### src/rtl/riscv_soft_mem_arb.sv
// riscv_soft_mem_arb
//   Arbitrates the instruction-fetch and data request channels onto a single
//   memory port with at most one request outstanding. Grants are round-robin
//   when both requesters are valid; the priority bit starts out favouring the
//   data side.
//
// Ports
//   clk, reset              : single clock, asynchronous active-high reset
//   icache_req_*            : instruction fetch request (valid/ready/addr)
//   icache_resp_*           : instruction response (valid/data, 32 bits)
//   dcache_req_*            : data request (valid/ready/addr/op/op_type/data)
//   dcache_resp_*           : data response (valid/data)
//   mem_req_*               : shared memory request (valid/ready/addr/op/op_type/data)
//   mem_resp_*              : shared memory response (valid/data)
//
// Op encoding: 2'b00 load, 2'b01 store, 2'b10 fence. Every accepted request,
// including a fence, is completed by exactly one mem_resp_valid pulse.
module riscv_soft_mem_arb #(
  parameter int unsigned XPR_LEN = 32
) (
  input  logic               clk,
  input  logic               reset,

  input  logic               icache_req_valid,
  output logic               icache_req_ready,
  input  logic [XPR_LEN-1:0] icache_req_addr,
  output logic               icache_resp_valid,
  output logic [31:0]        icache_resp_data,

  input  logic               dcache_req_valid,
  output logic               dcache_req_ready,
  input  logic [XPR_LEN-1:0] dcache_req_addr,
  input  logic [1:0]         dcache_req_op,
  input  logic [2:0]         dcache_req_op_type,
  input  logic [XPR_LEN-1:0] dcache_req_data,
  output logic               dcache_resp_valid,
  output logic [XPR_LEN-1:0] dcache_resp_data,

  output logic               mem_req_valid,
  input  logic               mem_req_ready,
  output logic [XPR_LEN-1:0] mem_req_addr,
  output logic [1:0]         mem_req_op,
  output logic [2:0]         mem_req_op_type,
  output logic [XPR_LEN-1:0] mem_req_data,
  input  logic               mem_resp_valid,
  input  logic [XPR_LEN-1:0] mem_resp_data
);

  localparam logic [1:0] MEM_LOAD    = 2'b00;
  localparam logic [2:0] IFETCH_TYPE = 3'b010;

  typedef enum logic [1:0] {
    IDLE,
    ISSUE,
    WAIT
  } state_t;

  state_t               state_q, state_d;
  logic                 prio_dc_q, prio_dc_d;   // 1: dcache wins a tie
  logic                 owner_dc_q, owner_dc_d; // 1: outstanding request is dcache's
  logic [XPR_LEN-1:0]   addr_q, addr_d;
  logic [1:0]           op_q, op_d;
  logic [2:0]           op_type_q, op_type_d;
  logic [XPR_LEN-1:0]   data_q, data_d;

  logic                 grant_dc;
  logic                 grant_ic;
  logic                 in_idle;

  // The two grants are mutually exclusive by construction.
  always_comb begin
    grant_dc = dcache_req_valid && (!icache_req_valid ||  prio_dc_q);
    grant_ic = icache_req_valid && (!dcache_req_valid || !prio_dc_q);
  end

  // State is already IDLE while reset is held, so readys are explicitly
  // masked to keep the requesters from handshaking during reset.
  assign in_idle          = (state_q == IDLE) && !reset;
  assign dcache_req_ready = in_idle && grant_dc;
  assign icache_req_ready = in_idle && grant_ic;

  always_comb begin
    state_d    = state_q;
    prio_dc_d  = prio_dc_q;
    owner_dc_d = owner_dc_q;
    addr_d     = addr_q;
    op_d       = op_q;
    op_type_d  = op_type_q;
    data_d     = data_q;
    case (state_q)
      IDLE: begin
        if (grant_dc) begin
          addr_d     = dcache_req_addr;
          op_d       = dcache_req_op;
          op_type_d  = dcache_req_op_type;
          data_d     = dcache_req_data;
          owner_dc_d = 1'b1;
          prio_dc_d  = 1'b0;
          state_d    = ISSUE;
        end else if (grant_ic) begin
          addr_d     = icache_req_addr;
          op_d       = MEM_LOAD;
          op_type_d  = IFETCH_TYPE;
          data_d     = '0;
          owner_dc_d = 1'b0;
          prio_dc_d  = 1'b1;
          state_d    = ISSUE;
        end
      end
      ISSUE: begin
        if (mem_req_ready) begin
          state_d = WAIT;
        end
      end
      WAIT: begin
        if (mem_resp_valid) begin
          state_d = IDLE;
        end
      end
      default: state_d = IDLE;
    endcase
  end

  always_ff @(posedge clk or posedge reset) begin
    if (reset) begin
      state_q    <= IDLE;
      prio_dc_q  <= 1'b1;
      owner_dc_q <= 1'b0;
      addr_q     <= '0;
      op_q       <= '0;
      op_type_q  <= '0;
      data_q     <= '0;
    end else begin
      state_q    <= state_d;
      prio_dc_q  <= prio_dc_d;
      owner_dc_q <= owner_dc_d;
      addr_q     <= addr_d;
      op_q       <= op_d;
      op_type_q  <= op_type_d;
      data_q     <= data_d;
    end
  end

  assign mem_req_valid   = (state_q == ISSUE);
  assign mem_req_addr    = addr_q;
  assign mem_req_op      = op_q;
  assign mem_req_op_type = op_type_q;
  assign mem_req_data    = data_q;

  // Responses pass straight through in the cycle they arrive; data is
  // forced to zero whenever the matching valid is low.
  assign dcache_resp_valid = (state_q == WAIT) && mem_resp_valid &&  owner_dc_q;
  assign icache_resp_valid = (state_q == WAIT) && mem_resp_valid && !owner_dc_q;
  assign dcache_resp_data  = dcache_resp_valid ? mem_resp_data       : '0;
  assign icache_resp_data  = icache_resp_valid ? mem_resp_data[31:0] : '0;

endmodule

### config.mk
export PLATFORM = sky130hd
export DESIGN_NAME = riscv_soft_mem_arb
export DESIGN_NICKNAME = d
export VERILOG_FILES = /design/src/rtl/riscv_soft_mem_arb.sv
export SDC_FILE = /design/constraint.sdc
export NUM_CORES = 1
export LEC_CHECK = 0
export BUFFER_PORTS_ARGS = -buffer_cell sky130_fd_sc_hd__buf_2
export CAP_MARGIN = 20
export CORE_AREA = 4 4 105 107
export DETAILED_ROUTE_END_ITERATION = 8
export DIE_AREA = 0 0 109 111
export PLACE_DENSITY = 0.74
export SKIP_CTS_REPAIR_TIMING = 1
export SYNTH_ARGS = -nofsm -noshare
export SYNTH_HDL_FRONTEND = slang
export SYNTH_SLANG_ARGS = --single-unit
### constraint.sdc
create_clock -name clk -period 2.6 [get_ports clk]
set_input_delay 0.52 -clock clk [delete_from_list [all_inputs] [get_ports clk]]
set_output_delay 0.52 -clock clk [all_outputs]
set_load 0.02 [all_outputs]
==> Word-level counts from Yosys, hierarchy flattened <==
Index checks and enable logic that the tools add are counted.
{ "totals": {"ff_bits": 73, "inputBits": 139, "out_inout_bits": 138, "word_cells": 50} }
{ "op_classes": {"n_eq_ne": 5, "mux": 19, "reduce_logical": 19} }
{ "op_table": {"columns": ["op", "n"], "rows": [
  ["32-bit 2-to-1 mux", 6],
  ["2-bit 2-to-1 mux", 6],
  ["1-bit logical AND", 8],
  ["3-bit 2-to-1 mux", 2],
  ["2-bit case mux with 3 select lines", 1],
  ["1-bit logical NOT", 5],
  ["1-bit 2-to-1 mux", 4],
  ["3-bit != test (second input constant)", 1],
  ["3-bit AND reduction", 1],
  ["2-bit by 1-bit equality test with 1-bit output (second input constant)", 1],
  ["2-bit equality test (second input constant)", 1],
  ["2-bit logical NOT", 1],
  ["1-bit logical OR", 2],
  ["2-bit by 1-bit != test with 1-bit output (second input constant)", 1],
  ["2-bit != test (second input constant)", 1],
  ["2-bit AND reduction", 1],
  ["2-bit nonzero test", 1]
]} }

==> Logic depth before layout (Yosys ltp) <==
Gate-level depths: netlist (run 1).
{ "logic_depth": {"ltp_word": 6, "mapped_depth": 6, "ltp_nobuf": 4} }

==> Worst setup path before layout (run 1) <==
OpenSTA, ideal clock, no wires.
{ "synth_timing": {"kind": "input port to output port", "start": "input port mem_resp_valid", "end": "output port dcache_resp_data[22]", "t_arrival_ps": 1507, "t_required_ps": 2080, "slack_ps": 573, "stages": 4, "path_buffers": 1, "path_cell_list": "nand2_1 nor3b_2 clkbuf_1 and2_1"} }
{ "synth_via": {"elab_chain_cells": 3} }
{ "synth_rtl": {"columns": ["item", "line", "source"], "rows": [
  ["start, declared", "45", "input logic mem_resp_valid,"],
  ["1-bit logical AND (2 in a row)", "152", "assign dcache_resp_valid = (state_q == WAIT) && mem_resp_valid && owner_dc_q;"],
  ["via dcache_resp_valid", "36", "output logic dcache_resp_valid,"],
  ["32-bit 2-to-1 mux", "154", "assign dcache_resp_data = dcache_resp_valid ? mem_resp_data : '0;"],
  ["end, declared", "37", "output logic [XPR_LEN-1:0] dcache_resp_data,"]
]} }
The timed path passes the listed nets, and every way through them passes these cells.

==> Final worst setup path (run 1) <==
{ "layout_timing": {"start": "register state_q[1]", "end": "output port dcache_resp_data[16]"} }
{ "layout_via": {"elab_chain_cells": 4} }
{ "layout_rtl": {"columns": ["item", "line", "source"], "rows": [
  ["start, declared", "58", "state_t state_q, state_d;"],
  ["start signal, assigned", "134", "state_q <= state_d;"],
  ["2-bit equality test", "152", null],
  ["1-bit logical AND (2 in a row)", "152", null],
  ["32-bit 2-to-1 mux", "154", null]
]} }
No other way between the ends.

==> results of run 1 <==
registers in the layout, indices dropped and copies added (netlist names):
name,cells
mem_req_addr,32
mem_req_data,32
mem_req_op_type,3
mem_req_op,2
state_q,2
owner_dc_q,1
prio_dc_q,1
area by class of cell:
class                   instances  area (um2)  area share [%]
diodes                          2        5.00          0.0960
clock buffers                  11         151            2.90
clock inverters                 5         125            2.40
inverters                       3        11.3           0.216
multi-input cells             187        1430            27.4
flip-flops and latches         73        1830            35.1
well taps                     136         170            3.26
repair buffers                284        1490            28.7
power by group through the flow:
stage | sequential (mW) | combinational (mW) | clock [mW]
floorplan | 2.44 | 1.42 | 0
global placement | 1.89 | 2.71 | 0
detailed placement | 1.92 | 2.77 | 0
CTS | 1.90 | 2.79 | 1.22
global route | 1.95 | 3.03 | 1.28
finish | 1.90 | 2.82 | 1.20
through the flow:
stage / instances / area [um2]
after floorplan: 292 / 3450
after global placement: 681 / 4880
after detailed placement: 682 / 4900
after CTS: 698 / 5180
after global routing: 701 / 5210
final: 701 / 5210
final timing paths:
kind                       slack, ps                            to  cells past startpoint
max                              380          dcache_resp_data[16]                      5
min                              280   mem_req_addr[1]$_DFFE_PP0P_                      2
max reg2reg                      650  mem_req_addr[22]$_DFFE_PP0P_                      4
min reg2reg                      500  mem_req_data[26]$_DFFE_PP0P_                      1
max in group asynchronous       1680  mem_req_addr[25]$_DFFE_PP0P_                      3
min in group clk                 380        state_q[1]$_DFFE_PP0P_                      2
kinds of logic (layout without fill, tap and decap cells):
| logic type | count (synthesis) | in the layout | share of synthesized area (%) |
|---|---|---|---|
| AO/OA/AOI/OAI | 106 | 106 | 26.5 |
| buffers and inverters | 32 | 303 | 6.02 |
| flip-flops | 73 | 73 | 53.0 |
| other | 0 | 2 | 0 |
| AND/OR/NAND/NOR | 81 | 81 | 14.5 |
layer usage:
layer	GRT usage [%]	wire length [um]	up-vias
li1	-	-	1604
met1	23.0	4740	1677
met2	33.5	6210	183
met3	5.77	1130	14
met4	7.58	210	0
met5	0	0	-
cells in the mapped netlist, drive strengths merged:
cell and count:
o21ai 3, nor3b 1, a221o 32, dfrtp 72, buf 20, and2 64
dfstp 1, nand3 2, nor3 1, nand2b 2, or2 1, o21a 32
and3 2, nand2 3, a21o 2, or2b 1, nor2 4, a22o 36
inv 3, a2bb2oi 1, clkbuf 9
==> results.py, run 1 <==
metrics = {
    "pwr": {
        "pwr-share-seq_pct": 32.1,
        "design_power_total_mw": 5.91,
        "power_frac_clock_pct": 20.2,
        "leakage_nw": 2.95,
        "power_per_cell_area_mw_per_mm2": 1130,
        "internal-power_mw": 3.59,
        "power.share.switching_pct": 39.3,
        "power.combinational.fraction_pct": 47.7,
        "peakVddDrop_uv": 538,
        "power_switching_mw": 2.33,
    },
    "detailed_routing": {
        "vias_per_cell": 4.96,
        "drt-total-wl_mm": 12.3,
        "detailroute.via_count": 3478,
        "antenna_left": 0,
        "first_drt_iteration_drcs": 321,
        "mean_routed_wirelength_per_cell_um": 17.5,
        "route.detailed.drc": 0,
        "drt_first_pass_iters": 4,
    },
    "timing": {
        "postLayoutSetupSlackWorst_ps": 379,
        "final-hold-violation-count": 0,
        "worst_slew_margin_rel_pct": 59.2,
        "finalSetupViolCount": 0,
        "fin_worst_skew_ps": 7.60,
        "setup_tns_ps": 0,
        "layout_worst_path_cycle_share_pct": 85.4,
        "post-route-min-period_ps": 2220,
        "timing_max_transition_violations_final": 0,
        "hold_slack_ps": 276,
        "rsz0062_at_grt": "no",
        "worst_slew_pin_slew_ps": 611,
        "max_freq_mhz": 450,
    },
    "global_routing": {
        "number_of_global_route_vias_before_repair": 3596,
        "grt_pass1_wl_mm": 18.5,
        "grtUsageTotal_pct": 19.7,
        "grt_overflow": 0,
        "antenna_found_initial": 2,
        "grt_max_degree": 48,
    },
    "placement": {
        "hpwl_mm": 9.53,
        "gp_routability_congestion": 0.938,
        "detailedPlace.worstSlack_ps": 604,
        "io_buffers": 276,
    },
    "final_layout": {
        "commonest_cells_after_routing_fill_and_taps_aside": "sky130_fd_sc_hd__buf_2, sky130_fd_sc_hd__dfrtp_1, sky130_fd_sc_hd__and2_1, sky130_fd_sc_hd__a22o_1",
        "fillerInstances": 907,
        "final_nets": 697,
        "layout-drive-gt1-share_pct": 54.9,
        "flow.area_growth_from_synthesis_pct": 51.1,
        "final_core_utilization_pct": 51.4,
        "layout.cells.most_common": "sky130_fd_sc_hd__buf_2",
    },
    "die": {
        "ioPinCount": 277,
        "die_width_um": 109,
        "die_y_um": 111,
        "initial_core_util_pct": 34.0,
        "core.rowCount": 37,
        "floorplan.core_area_mm2": 0.0101,
        "design.die.area_mm2": 0.0121,
    },
    "worst_setup_path": {
        "path_cells": "nand2_1, nor3b_2, buf_4, and2_1, buf_2",
        "critPathCaptureType": "output pin",
        "timing.critical_path.arrival_ps": 1700,
        "critPathLaunch": "state_q[1]$_DFFE_PP0P_",
        "crit_type": "reg -> out",
        "rr_startpoint": "state_q[0]$_DFFE_PP0P_",
        "critical-path-max-stage-delay_ps": 430,
        "critical_path_required_ps": 2080,
        "cpMaxStageDelayCell": "sky130_fd_sc_hd__dfrtp_1",
        "crit_path_max_fanout": 33,
        "crit_buf_inv": 2,
        "crit_family": "simple AND/OR/NAND/NOR gates",
        "worstSetupStartpointType": "register",
    },
    "logic_synthesis": {
        "yosys.cell_types.count": 24,
        "post-synth-top-area-cell": "sky130_fd_sc_hd__dfrtp_1",
        "postSynthNetCount": 431,
        "ys.warnings.count": 0,
        "synth_seq_cells": 73,
        "area_fraction_of_the_dominant_cell_type_after_synthesis_pct": 52.2,
        "post_synth.cell_area_avg_um2": 11.8,
        "seq_area_frac_synth_pct": 53.0,
        "post_synth_instance_area_mm2": 0.00345,
        "leading_post_synthesis_cells_by_cell_area": "sky130_fd_sc_hd__dfrtp_1, sky130_fd_sc_hd__and2_1, sky130_fd_sc_hd__a221o_1",
        "syn_inst": 292,
    },
    "clock_tree": {
        "cts_tree": "yes",
        "cts_num_sinks": 73,
        "cts-htree-levels": 3,
        "clk_latency_ps": 340,
        "cts.clk_slew.worst_paths_ps": 80,
        "cts.path.max_buffers": 2,
        "tritoncts.num_buffers": 9,
        "cts-root-buf": "sky130_fd_sc_hd__clkbuf_8",
    },
    "flow_run": {
        "max-cap-violations": 0,
    },
    "min_path": {
        "worstHoldPathType": "in -> async",
    },
    "status": {
        "outcome": "completed",
    },
}
(Power assumes the default switching activity.)
==> run 2, diff against run 1 <==
--- a/config.mk
+++ b/config.mk
@@ -5,12 +5,14 @@
 export SDC_FILE = /design/constraint.sdc
 export NUM_CORES = 1
 export LEC_CHECK = 0
+export ABC_AREA = 0
 export BUFFER_PORTS_ARGS = -buffer_cell sky130_fd_sc_hd__buf_2
 export CAP_MARGIN = 20
 export CORE_AREA = 4 4 105 107
+export CTS_CLUSTER_DIAMETER = 40
 export DETAILED_ROUTE_END_ITERATION = 8
 export DIE_AREA = 0 0 109 111
-export PLACE_DENSITY = 0.74
+export PLACE_DENSITY = 0.82
 export SKIP_CTS_REPAIR_TIMING = 1
 export SYNTH_ARGS = -nofsm -noshare
 export SYNTH_HDL_FRONTEND = slang
==> results.py, run 2 (synthesis results as in run 1) <==
metrics = {
    "worst_setup_path": {
        "crit_type": "reg -> out",
        "critPathCaptureType": "output pin",
        "regToRegSetupSlack_ps": 680,
        "critical-path-max-stage-delay_ps": 420,
        "timing.critical_path.arrival_ps": 1670,
        "crit_path_max_fanout": 33,
        "cpMaxStageDelayCell": "sky130_fd_sc_hd__dfrtp_1",
        "rr_startpoint": "state_q[0]$_DFFE_PP0P_",
        "critPathLaunch": "state_q[1]$_DFFE_PP0P_",
        "critical_path_required_ps": 2080,
        "crit_family": "simple AND/OR/NAND/NOR gates",
        "crit_buf_inv": 2,
        "path_cells": "nand2_1, nor3b_2, buf_4, and2_1, buf_2",
        "worstSetupStartpointType": "register",
    },
    "clock_tree": {
        "tritoncts.num_buffers": 9,
        "cts-htree-levels": 3,
        "cts.path.max_buffers": 2,
        "cts_tree": "yes",
        "cts.clk_slew.worst_paths_ps": 70,
        "cts-root-buf": "sky130_fd_sc_hd__clkbuf_8",
        "cts_num_sinks": 73,
        "clk_latency_ps": 340,
    },
    "min_path": {
        "worstHoldPathType": "in -> async",
    },
    "die": {
        "design.die.area_mm2": 0.0121,
        "die_y_um": 111,
        "floorplan.core_area_mm2": 0.0101,
        "ioPinCount": 277,
        "initial_core_util_pct": 34.0,
        "die_width_um": 109,
        "core.rowCount": 37,
    },
    "placement": {
        "detailedPlace.worstSlack_ps": 615,
        "placed_cell_area_mm2": 0.00489,
        "hpwl_mm": 9.48,
        "placed_cells_incl_taps": 683,
        "gp_routability_congestion": 0.924,
        "io_buffers": 276,
    },
    "final_layout": {
        "commonest_cells_after_routing_fill_and_taps_aside": "sky130_fd_sc_hd__buf_2, sky130_fd_sc_hd__dfrtp_1, sky130_fd_sc_hd__and2_1, sky130_fd_sc_hd__a22o_1",
        "layout-drive-gt1-share_pct": 54.4,
        "layout.cells.most_common": "sky130_fd_sc_hd__buf_2",
        "final_nets": 698,
        "flow.area_growth_from_synthesis_pct": 48.2,
        "fin_area_mm2": 0.00511,
        "fillerInstances": 922,
        "final_core_utilization_pct": 50.4,
        "layout.cells.non_filler": 702,
    },
    "detailed_routing": {
        "mean_routed_wirelength_per_cell_um": 17.4,
        "drt_first_pass_iters": 4,
        "detailroute.via_count": 3509,
        "drt-total-wl_mm": 12.2,
        "route.detailed.drc": 0,
        "antenna_left": 0,
        "vias_per_cell": 5.00,
        "first_drt_iteration_drcs": 309,
    },
    "timing": {
        "post-route-min-period_ps": 2190,
        "worst_slew_margin_rel_pct": 53.6,
        "worst_slew_pin_slew_ps": 697,
        "fin_worst_skew_ps": 9.22,
        "max_freq_mhz": 458,
        "hold_slack_ps": 307,
        "final-hold-violation-count": 0,
        "setup_tns_ps": 0,
        "timing_max_transition_violations_final": 0,
        "postLayoutSetupSlackWorst_ps": 414,
        "layout_worst_path_cycle_share_pct": 84.1,
        "finalSetupViolCount": 0,
        "rsz0062_at_grt": "no",
    },
    "global_routing": {
        "antenna_found_initial": 2,
        "grt_max_degree": 41,
        "grtUsageTotal_pct": 19.3,
        "grt_overflow": 0,
        "number_of_global_route_vias_before_repair": 3596,
        "grt_pass1_wl_mm": 18.3,
    },
    "flow_run": {
        "max-cap-violations": 0,
    },
    "status": {
        "outcome": "completed",
    },
    "pwr": {
        "design_power_total_mw": 5.60,
        "leakage_nw": 2.90,
        "power_per_cell_area_mw_per_mm2": 1100,
        "peakVddDrop_uv": 383,
    },
}
[run 2: area by class of cell]
cell class / instances / area [um2] / area share [%]
timing repair buffer: 285 / 1480 / 29.0
clock buffer: 13 / 149 / 2.91
multi-input combinational: 187 / 1430 / 27.9
inverter: 3 / 11.3 / 0.220
clock inverter: 3 / 40.0 / 0.783
antenna: 2 / 5.00 / 0.0979
sequential: 73 / 1830 / 35.8
tap: 136 / 170 / 3.33
[run 2: layer usage]
| layer | global-route usage [%] | share of wire (%) |
|---|---|---|
| met3 | 5.77 | 9.0 |
| met4 | 6.40 | 1.6 |
| met2 | 34.0 | 52 |
| met1 | 21.9 | 37 |
| met5 | 0 | 0 |
[run 2: worst paths after layout]
path | cells past startpoint | end
worst min-delay path | 3 | state_q[0]$_DFFE_PP0P_
worst max-delay path | 5 | dcache_resp_data[29]
max in group asynchronous | 3 | mem_req_addr[27]$_DFFE_PP0P_
worst max register to register | 4 | mem_req_data[30]$_DFFE_PP0P_
worst min register to register | 1 | mem_req_data[21]$_DFFE_PP0P_
min in group clk | 2 | state_q[0]$_DFFE_PP0P_
[run 2: worst register-to-register path, delay by kind of cell, from the launching register on]
family | cells | cell delay [ps]
AO/OA/AOI/OAI | 1 | 190
AND/OR/NAND/NOR | 2 | 900
buffers and inverters | 1 | 310
flip-flops | 1 | 450
[run 2: report_power, final]
group          internal [mW]  total, mW  switching, mW
clock network          0.468      0.869          0.401
logic                   1.19       2.84           1.65
registers               1.62       1.89          0.270
==> run 3, diff against run 2 <==
==> constraint.sdc (replaced) <==
create_clock -name clk -period 2.29 [get_ports clk]
set_input_delay 0.458 -clock clk [delete_from_list [all_inputs] [get_ports clk]]
set_output_delay 0.458 -clock clk [all_outputs]
set_load 0.02 [all_outputs]
==> results.py, run 3 (synthesis results as in run 1) <==
metrics = {
    "status": {
        "outcome": "completed",
    },
    "pwr": {
        "leakage_nw": 2.88,
        "peakVddDrop_uv": 450,
        "power_per_cell_area_mw_per_mm2": 1220,
    },
    "global_routing": {
        "grt_pass1_wl_mm": 18.7,
        "number_of_global_route_vias_before_repair": 3584,
        "antenna_found_initial": 3,
        "grt_overflow": 0,
        "grtUsageTotal_pct": 19.8,
        "grt_max_degree": 50,
    },
    "worst_setup_path": {
        "timing.critical_path.arrival_ps": 1650,
        "crit_buf_inv": 2,
        "critical-path-max-stage-delay_ps": 410,
        "crit_family": "simple AND/OR/NAND/NOR gates",
        "crit_path_max_fanout": 33,
        "path_cells": "nand2_1, nor3b_2, buf_4, and2_1, buf_2",
        "cpMaxStageDelayCell": "sky130_fd_sc_hd__dfrtp_1",
        "critPathCaptureType": "output pin",
        "critical_path_required_ps": 1830,
        "crit_type": "reg -> out",
        "worstSetupStartpointType": "register",
    },
    "die": {
        "die_y_um": 111,
        "floorplan.core_area_mm2": 0.0101,
        "core.rowCount": 37,
        "initial_core_util_pct": 34.0,
        "ioPinCount": 277,
        "design.die.area_mm2": 0.0121,
        "die_width_um": 109,
    },
    "detailed_routing": {
        "antenna_left": 0,
        "drt-total-wl_mm": 12.2,
        "first_drt_iteration_drcs": 236,
        "mean_routed_wirelength_per_cell_um": 17.4,
        "vias_per_cell": 4.92,
        "detailroute.via_count": 3456,
        "drt_first_pass_iters": 4,
        "route.detailed.drc": 0,
    },
    "timing": {
        "final-hold-violation-count": 0,
        "timing_max_transition_violations_final": 0,
        "hold_slack_ps": 269,
        "worst_slew_margin_rel_pct": 67.9,
        "layout_worst_path_cycle_share_pct": 92.0,
        "setup_tns_ps": 0,
        "post-route-min-period_ps": 2110,
        "fin_worst_skew_ps": 8.28,
        "rsz0062_at_grt": "no",
        "max_freq_mhz": 475,
        "finalSetupViolCount": 0,
        "worst_slew_pin_slew_ps": 481,
    },
    "clock_tree": {
        "cts.clk_slew.worst_paths_ps": 70,
        "tritoncts.num_buffers": 9,
        "cts-root-buf": "sky130_fd_sc_hd__clkbuf_8",
        "cts.path.max_buffers": 2,
        "cts_tree": "yes",
        "clk_latency_ps": 340,
        "cts-htree-levels": 3,
        "cts_num_sinks": 73,
    },
    "final_layout": {
        "final_core_utilization_pct": 50.1,
        "final_nets": 698,
        "layout.cells.most_common": "sky130_fd_sc_hd__buf_2",
        "commonest_cells_after_routing_fill_and_taps_aside": "sky130_fd_sc_hd__buf_2, sky130_fd_sc_hd__dfrtp_1, sky130_fd_sc_hd__and2_1, sky130_fd_sc_hd__a22o_1",
        "flow.area_growth_from_synthesis_pct": 47.3,
        "layout-drive-gt1-share_pct": 54.8,
    },
    "placement": {
        "gp_routability_congestion": 0.925,
        "hpwl_mm": 9.55,
        "io_buffers": 276,
    },
    "min_path": {
        "worstHoldPathType": "in -> async",
    },
    "flow_run": {
        "max-cap-violations": 0,
    },
}
[run 3: cell count changes in the layout (fill, tap and decap cells not counted)]
cell,previous run,this run
sky130_fd_sc_hd__clkinv_2,2,3
sky130_fd_sc_hd__clkinv_4,0,1
sky130_fd_sc_hd__bufinv_16,1,0
sky130_fd_sc_hd__clkbuf_1,3,1
sky130_fd_sc_hd__clkinvlp_4,0,2
sky130_fd_sc_hd__buf_16,1,0
sky130_fd_sc_hd__inv_2,1,0
sky130_fd_sc_hd__diode_2,2,3
sky130_fd_sc_hd__buf_4,7,8
[run 3: routing by layer]
metal	vias to the layer above	GRT usage, %	wire [um]
met5	-	0	0
met4	0	7.83	257
met3	12	5.01	1040
met2	178	35.3	6420
met1	1661	22.1	4480
li1	1605	-	-
[run 3: report_power, final]
group	switching (mW)	total [mW]	internal (mW)
clock	0.462	0.881	0.419
sequential	0.312	2.16	1.84
combinational	1.86	3.16	1.31
total	2.63	6.20	3.57
[run 3: worst paths after layout]
check	cells past startpoint	slack (ps)	start	end
max in group asynchronous	3	1660	reset	mem_req_addr[18]$_DFFE_PP0P_
max reg2reg	4	530	state_q[0]$_DFFE_PP0P_	mem_req_addr[1]$_DFFE_PP0P_
min	3	270	reset	state_q[1]$_DFFE_PP0P_
min in group clk	2	330	dcache_req_data[14]	mem_req_data[14]$_DFFE_PP0P_
min reg2reg	1	500	mem_req_data[11]$_DFFE_PP0P_	mem_req_data[11]$_DFFE_PP0P_
max	5	180	state_q[1]$_DFFE_PP0P_	dcache_resp_data[2]
[run 3: worst register-to-register path, cell delays in order (launching register included)]
cell,delay (ps)
sky130_fd_sc_hd__dfrtp_1,450
sky130_fd_sc_hd__nor2_2,230
sky130_fd_sc_hd__and3_2,490
sky130_fd_sc_hd__buf_12,280
sky130_fd_sc_hd__a221o_1,240
[run 3: layout make-up]
type | count | area [um2]
timing repair buffer | 285 | 1460
sequential | 73 | 1830
multi-input combinational | 187 | 1430
fill | 927 | 5060
tap | 136 | 170
clock buffer | 11 | 141
antenna | 3 | 7.51
clock inverter | 5 | 31.3
inverter | 3 | 15.0
[run 3: metrics by stage]
stage / area (um2) / power, mW / cells / setup slack, ps
after floorplan: 3450 / 4.38 / 292 / 387
after global placement: 4900 / 5.26 / 684 / 457
after detailed placement: 4900 / 5.37 / 684 / 424
after CTS: 5070 / 6.28 / 700 / 149
after global routing: 5080 / 6.62 / 703 / 14.1
final: 5080 / 6.20 / 703 / 184
